[config.mk]
export PLATFORM = sky130hd
export DESIGN_NAME = pipeline_ctrl
export DESIGN_NICKNAME = d
export VERILOG_FILES = /design/src/rtl/pipeline_ctrl.sv
export SDC_FILE = /design/constraint.sdc
export NUM_CORES = 1
export LEC_CHECK = 0
export CORE_MARGIN = 10
export CORE_UTILIZATION = 51
export DETAILED_ROUTE_END_ITERATION = 8
export PLACE_DENSITY = 0.84
export SYNTH_ARGS = -nofsm -noshare
export SYNTH_HDL_FRONTEND = slang
export SYNTH_SLANG_ARGS = --single-unit
[constraint.sdc]
create_clock -name CLK -period 3.2 [get_ports CLK]
set_clock_uncertainty 0.15 [all_clocks]
set_input_delay 0.32 -clock CLK [delete_from_list [all_inputs] [get_ports CLK]]
set_output_delay 0.32 -clock CLK [all_outputs]
set_load 0.01 [all_outputs]
[src/rtl/pipeline_ctrl.sv]
// pipeline_ctrl: stall/flush sequencer for the 5-stage RV32 pipeline.
// Produces per-cycle HOLD/FLUSH controls for the PC and pipeline registers
// from load-use hazards, taken branches and IMEM/DMEM wait states, and keeps
// saturating stall/flush counters plus a sticky DMEM timeout flag.
module pipeline_ctrl #(
  parameter int MEM_TIMEOUT = 64,
  parameter int CNT_W       = 16
) (
  input  logic             CLK,
  input  logic             RESET_N,
  input  logic [4:0]       ID_RS1,
  input  logic [4:0]       ID_RS2,
  input  logic             ID_USES_RS1,
  input  logic             ID_USES_RS2,
  input  logic             EX_MEM_READ,
  input  logic [4:0]       EX_RD,
  input  logic             EX_BRANCH_TAKEN,
  input  logic             IMEM_BUSY,
  input  logic             DMEM_BUSY,
  output logic             PC_HOLD,
  output logic             IF_ID_HOLD,
  output logic             ID_EX_HOLD,
  output logic             EX_MEM_HOLD,
  output logic             IF_ID_FLUSH,
  output logic             ID_EX_FLUSH,
  output logic             MEM_WB_FLUSH,
  output logic             MEM_ERR,
  output logic [CNT_W-1:0] STALL_CNT,
  output logic [CNT_W-1:0] FLUSH_CNT
);

  localparam int BUSY_W = $clog2(MEM_TIMEOUT + 1);

  typedef enum logic [1:0] {
    ST_RUN      = 2'd0,
    ST_MEM_WAIT = 2'd1,
    ST_DRAIN    = 2'd2
  } state_t;

  state_t            state_reg, state_next;
  logic              drain_pend_reg, drain_pend_next;
  logic [BUSY_W-1:0] busy_cnt_reg;
  logic              mem_err_reg;
  logic [CNT_W-1:0]  stall_cnt_reg;
  logic [CNT_W-1:0]  flush_cnt_reg;
  logic              load_use;
  logic              draining;
  logic              branch_evt;

  // A load in EX feeding a source register read in ID; x0 never hazards.
  assign load_use = EX_MEM_READ && (EX_RD != 5'd0) &&
                    ((ID_USES_RS1 && (ID_RS1 == EX_RD)) ||
                     (ID_USES_RS2 && (ID_RS2 == EX_RD)));

  // The cycle DMEM releases behaves like the state the freeze interrupted.
  assign draining = (state_reg == ST_DRAIN) ||
                    ((state_reg == ST_MEM_WAIT) && drain_pend_reg);

  // Next-state and control outputs, highest-priority condition first.
  always_comb begin
    state_next      = state_reg;
    drain_pend_next = drain_pend_reg;
    branch_evt      = 1'b0;
    PC_HOLD         = 1'b0;
    IF_ID_HOLD      = 1'b0;
    ID_EX_HOLD      = 1'b0;
    EX_MEM_HOLD     = 1'b0;
    IF_ID_FLUSH     = 1'b0;
    ID_EX_FLUSH     = 1'b0;
    MEM_WB_FLUSH    = 1'b0;
    if (!RESET_N) begin
      // Bubble every register while reset is asserted.
      IF_ID_FLUSH  = 1'b1;
      ID_EX_FLUSH  = 1'b1;
      MEM_WB_FLUSH = 1'b1;
    end else if (DMEM_BUSY) begin
      // Freeze everything upstream of MEM, feed bubbles into WB.
      PC_HOLD      = 1'b1;
      IF_ID_HOLD   = 1'b1;
      ID_EX_HOLD   = 1'b1;
      EX_MEM_HOLD  = 1'b1;
      MEM_WB_FLUSH = 1'b1;
      state_next   = ST_MEM_WAIT;
      if (state_reg == ST_DRAIN) begin
        drain_pend_next = 1'b1;
      end
    end else begin
      drain_pend_next = 1'b0;
      if (EX_BRANCH_TAKEN) begin
        IF_ID_FLUSH = 1'b1;
        ID_EX_FLUSH = 1'b1;
        branch_evt  = 1'b1;
        // A fetch still in flight belongs to the wrong path and must drain.
        state_next  = IMEM_BUSY ? ST_DRAIN : ST_RUN;
      end else if (draining) begin
        // ID holds a flushed bubble here, so load-use cannot apply.
        if (IMEM_BUSY) begin
          PC_HOLD     = 1'b1;
          IF_ID_FLUSH = 1'b1;
          state_next  = ST_DRAIN;
        end else begin
          state_next  = ST_RUN;
        end
      end else begin
        state_next = ST_RUN;
        if (load_use) begin
          PC_HOLD     = 1'b1;
          IF_ID_HOLD  = 1'b1;
          ID_EX_FLUSH = 1'b1;
        end else if (IMEM_BUSY) begin
          PC_HOLD     = 1'b1;
          IF_ID_FLUSH = 1'b1;
        end
      end
    end
  end

  // FSM state and pending-drain flag.
  always_ff @(posedge CLK or negedge RESET_N) begin
    if (!RESET_N) begin
      state_reg      <= ST_RUN;
      drain_pend_reg <= 1'b0;
    end else begin
      state_reg      <= state_next;
      drain_pend_reg <= drain_pend_next;
    end
  end

  // Consecutive DMEM busy tracking and sticky timeout flag.
  always_ff @(posedge CLK or negedge RESET_N) begin
    if (!RESET_N) begin
      busy_cnt_reg <= '0;
      mem_err_reg  <= 1'b0;
    end else if (DMEM_BUSY) begin
      if (busy_cnt_reg != BUSY_W'(MEM_TIMEOUT)) begin
        busy_cnt_reg <= busy_cnt_reg + BUSY_W'(1);
      end
      if (busy_cnt_reg == BUSY_W'(MEM_TIMEOUT - 1)) begin
        mem_err_reg <= 1'b1;
      end
    end else begin
      busy_cnt_reg <= '0;
    end
  end

  // Saturating performance counters.
  always_ff @(posedge CLK or negedge RESET_N) begin
    if (!RESET_N) begin
      stall_cnt_reg <= '0;
      flush_cnt_reg <= '0;
    end else begin
      if (PC_HOLD && (stall_cnt_reg != {CNT_W{1'b1}})) begin
        stall_cnt_reg <= stall_cnt_reg + CNT_W'(1);
      end
      if (branch_evt && (flush_cnt_reg != {CNT_W{1'b1}})) begin
        flush_cnt_reg <= flush_cnt_reg + CNT_W'(1);
      end
    end
  end

  assign MEM_ERR   = mem_err_reg;
  assign STALL_CNT = stall_cnt_reg;
  assign FLUSH_CNT = flush_cnt_reg;

endmodule

Yosys cells after proc, flatten, opt, wreduce, memory -nomap -nowiden:

Index checks and enable logic that the tools add are counted.

* $add $sub $neg: 3
* equal/unequal tests: 10
* muxes and demuxes: 33
* reduce and logical (&&, ||, !) cells: 12

Operator list (number)
* 16-bit by 1-bit adder with 16-bit output, second input constant: 2
* 16-bit != test, second input constant: 2
* 1-bit 2-to-1 mux: 27
* 7-bit 2-to-1 mux: 2
* 5-bit == test: 2
* 2-bit 2-to-1 mux: 4
* 7-bit by 1-bit adder with 7-bit output, second input constant: 1
* 7-bit by 6-bit == test with 1-bit output, second input constant: 1
* 1-bit logical AND: 7
* 7-bit != test, second input constant: 1
* 5-bit nonzero test: 1
* 2-bit by 1-bit != test with 1-bit output, second input constant: 2
* 2-bit AND reduction: 2
* 2-bit by 1-bit == test with 1-bit output, second input constant: 1
* 2-bit == test, second input constant: 1
* 1-bit logical OR: 2

* bits in registers: 43
* input bits: 23
* output and inout bits: 40

Depth between registers and ports, before layout:

* depth in word-level cells: 10
* gate-level depth with buffers: 9
* mapped depth without buffers: 8

Least setup slack after synthesis:

OpenSTA, ideal clock, no wires.

* kind: register to register
* start point: register flush_cnt_reg[0], in the netlist FLUSH_CNT[0]
* end point: register flush_cnt_reg[9], in the netlist FLUSH_CNT[9]
* arrival time: 1.877 ns
* data required time: 2.924 ns
* path slack: 1.047 ns
* cell stages (with the launch flop): 9
* buffers on the path: 0
* clock period less this slack: 2.153 ns
* cells stage by stage: dfrtp_1 ha_1 nand3_1 nor2_1 a41oi_2 nand2_1 nor3_1 nand4_1 xnor2_1

* longest elaborated chain between the ends: 2
* elaborated cells on any way between the ends: 3
* classes of those cells: add/sub (1); eq/ne (1); reduce/logical (1)

RTL lines
* from (decl): line 45 `logic [CNT_W-1:0] flush_cnt_reg;`
* from (signal assigned): line 156 `flush_cnt_reg <= flush_cnt_reg + CNT_W'(1);`
* branches (longest 2 deep; another with 16-bit by 1-bit adder with 16-bit output)

Several ways; the timed one is not identified.
A chain may end at the register's enable or synchronous reset.

Worst setup path after layout:

* start point: input port EX_RD[3]
* end point: output port PC_HOLD

* longest elaborated chain between the ends: 9
* elaborated cells on any way between the ends: 13
* classes of those cells: eq/ne (2); mux (5); reduce/logical (6)

RTL lines
* from (decl): line 16 `input logic [4:0] EX_RD,`
* 5-bit == test (on tied branches): line 52, 53
* 1-bit logical AND (on tied branches): line 52, 53
* 1-bit logical OR: line 52 `((ID_USES_RS1 && (ID_RS1 == EX_RD)) ||`
* 1-bit logical AND (*): line 51 `assign load_use = EX_MEM_READ && (EX_RD != 5'd0) &&`
* 1-bit 2-to-1 mux (*): line 106 `if (load_use) begin`
* 1-bit 2-to-1 mux (*): line 95 `end else if (draining) begin`
* 1-bit 2-to-1 mux (*): line 89 `if (EX_BRANCH_TAKEN) begin`
* 1-bit 2-to-1 mux (*): line 76 `end else if (DMEM_BUSY) begin`
* 1-bit 2-to-1 mux (*): line 71 `if (!RESET_N) begin`
* to (decl): line 20 `output logic PC_HOLD,`

Mark *: on every way between the ends. The rest lies on a longest branch, timed or not.

==> qor.txt <==
Status -> complete, no violations
CTS Buf Count -> 5
Worst hold start -> MEM_ERR
DIE AREA -> 0.00738 mm²
Placer Congestion -> 0.818
Crit path buffers/inverters -> 2
Worst Setup End Kind -> primary output
Core area -> 0.00409 mm²
Worst EP arrival -> 2.61 ns
Synthesized area -> 0.00221 mm²
Max FO, Critical Path -> 3
Hold EP -> MEM_ERR
Ys async rst share -> 1.00
Register Area -> 0.00108 mm²
P&R area growth vs syn -> 35.8%
HP Class -> register to register
Initial DRC Count -> 153
Final setup fails -> 0
Sequential share of the synthesized area -> 0.486
Reg2reg path depth -> 9
DR vias -> 1740
CTS Sinks -> 43
Avg WL per Cell -> 15.5 µm
Worst-Skew Late Latency -> 0.30 ns
Worst-margin pin slew -> 0.618 ns
# nets final -> 309
# DRC -> 0
Max Clk Rate -> 324 MHz
Worst r2r src -> FLUSH_CNT[0]
N_diodes -> 0
Number of hold buffers added after cts -> 1
Max_slew headroom -> 0.585
Initial antenna violation count -> 0
Floorplan row count -> 23
Top Ports -> 63
Final-report max-slew violation count -> 0
Post-route ant nets -> 0
DP HPWL -> 3990 µm
Setup TNS Final -> 0 ns
First drt pass iteration count -> 4
# Post-CTS Setup Buffers -> 0
Vias in the first global route -> 1763
Critical Path RT -> 2.73 ns
Root Buffer Master -> clkbuf_8
Synth Instances -> 211
Tmin final -> 3.08 ns
Placed inst area -> 0.00290 mm²
Multi-input logic area -> 0.00109 mm²
Unrepaired setup endpoints after global routing -> false
H-tree depth -> 2
CP dominant cell by count -> clkdlybuf4s50_1
CP cell instances -> clkdlybuf4s50_1 -> xor2_1 -> nor4_2 -> a32oi_1 -> o41ai_2 -> and2_1 -> clkdlybuf4s50_1
Kind of critical path -> primary input to primary output
CP max stage delay -> 0.56 ns
Final period util -> 0.964
CTS max path bufs -> 2
Synth Flop Type -> dfrtp_1
Fill count -> 317
Total power -> 1.50 mW
Layout cell share with drive strength beyond 1 -> 0.0742
Global-route wire length before repair -> 8890 µm
Via-to-Cell Ratio -> 5.23
Synth Area per Inst -> 10.5 µm²
Critical R2R Capture -> FLUSH_CNT[9]
Critical path startpoint -> EX_RD[3]
Distinct cells, synth -> 39
Final wirelength -> 5170 µm
TritonCTS clock tree -> yes
Resized cells post-CTS -> 0
Die height -> 85.9 µm
Largest delay contributor family on the critical path -> buffers and inverters
Yosys warnings -> 0
Design Area, Final -> 0.00301 mm²
Total GRT Usage -> 0.148
Largest net degree at the start of global routing -> 27
Syn Nets -> 238
Port bufs -> 62
Power Dens Cells -> 500 mW/mm²
Initial Util -> 0.542
Hold Violations, Final -> 0
Worst-path clk slew -> 0.07 ns
Worst Setup Start Kind -> primary input
Gr ovfl total -> 0
Reg2reg setup slack -> 0.83 ns
VDD IR-drop max -> 0.000407 V
Leak Pwr -> 1.26 nW
Maxcap violations -> 0
Post-synth EDFFs -> 0
Hold path depth -> 1
FF+latch count, synth -> 43
Slowest-stage cell, CP -> clkdlybuf4s50_1
Die Wd -> 85.9 µm
==> cells by family after synthesis <==
logic type,after synthesis,synth area share
flip-flops,43,0.486
AND/OR/NAND/NOR,92,0.220
multiplexers,2,0.0102
XOR/XNOR,46,0.182
AO/OA/AOI/OAI,14,0.0559
buffers and inverters,10,0.0237
adder cells (fa/ha/maj),4,0.0226
==> power by group <==
part | switching [mW] | internal [mW]
sequential | 0.103 | 0.620
clock | 0.178 | 0.197
combinational | 0.163 | 0.240
==> metrics by stage <==
stage / worst slack, ns / utilization / hold slack (ns) / instances
global placement: 0.165 / 0.709 / 0.203 / 324
detailed placement: 0.124 / 0.709 / 0.206 / 324
finish: 0.116 / 0.736 / 0.322 / 333
CTS: 0.119 / 0.736 / 0.326 / 333
floorplan: 1.05 / - / -0.126 / 211
global route: 0.0171 / 0.736 / 0.372 / 333
==> worst max path at each step <==
stage | slack [ns] | to | cells past startpoint
6_report | 0.12 | PC_HOLD | 7
3_5_place_dp | 0.12 | IF_ID_HOLD | 8
5_1_grt | 0.02 | IF_ID_HOLD | 8
3_3_place_gp | 0.16 | IF_ID_HOLD | 8
4_1_cts | 0.12 | IF_ID_HOLD | 8
2_1_floorplan | 1.05 | FLUSH_CNT[9] | 8
==> cell usage in the layout, fill, tap and decap left out, types with 2 or more instances in the layout <==
master,synthesis,routed
clkbuf_8,0,7
and2_1,6,6
nor4_1,2,2
nand3b_1,2,2
inv_1,7,7
a21oi_1,4,4
buf_4,1,4
xnor2_1,31,31
and3_1,5,5
ha_1,4,4
nand2b_1,2,2
nor2_1,15,15
nor2b_1,4,4
clkdlybuf4s50_1,0,61
mux2_2,2,2
nand3_1,14,14
xor2_1,15,15
dfrtp_1,43,43
nand2_1,21,21
nand4_1,12,12
==> per-layer routing <==
layer,global-route usage,part of all wire
met1,0.192,0.46
met3,0.0511,0.070
met5,0,0
met2,0.222,0.45
met4,0.0539,0.014
==> Yosys cell counts (2+ instances only) <==
master | count | share of area
xor2_1 | 15 | 0.059
and3_1 | 5 | 0.014
mux2_2 | 2 | 0.010
a21oi_1 | 4 | 0.0090
dfrtp_1 | 43 | 0.49
nand2_1 | 21 | 0.036
xnor2_1 | 31 | 0.12
and2_1 | 6 | 0.017
nand2b_1 | 2 | 0.0056
nand3_1 | 14 | 0.032
inv_1 | 7 | 0.012
nand4_1 | 12 | 0.034
nor2b_1 | 4 | 0.011
nor4_1 | 2 | 0.0056
ha_1 | 4 | 0.023
nor2_1 | 15 | 0.025
nand3b_1 | 2 | 0.0068
==> cell type report <==
type / count / area share
Inverter: 7 / 0.00874
Sequential cell: 43 / 0.358
Timing Repair Buffer: 67 / 0.218
Multi-Input combinational cell: 158 / 0.361
Tap cell: 50 / 0.0208
Clock buffer: 8 / 0.0333
Power figures use the tool's default switching activity.
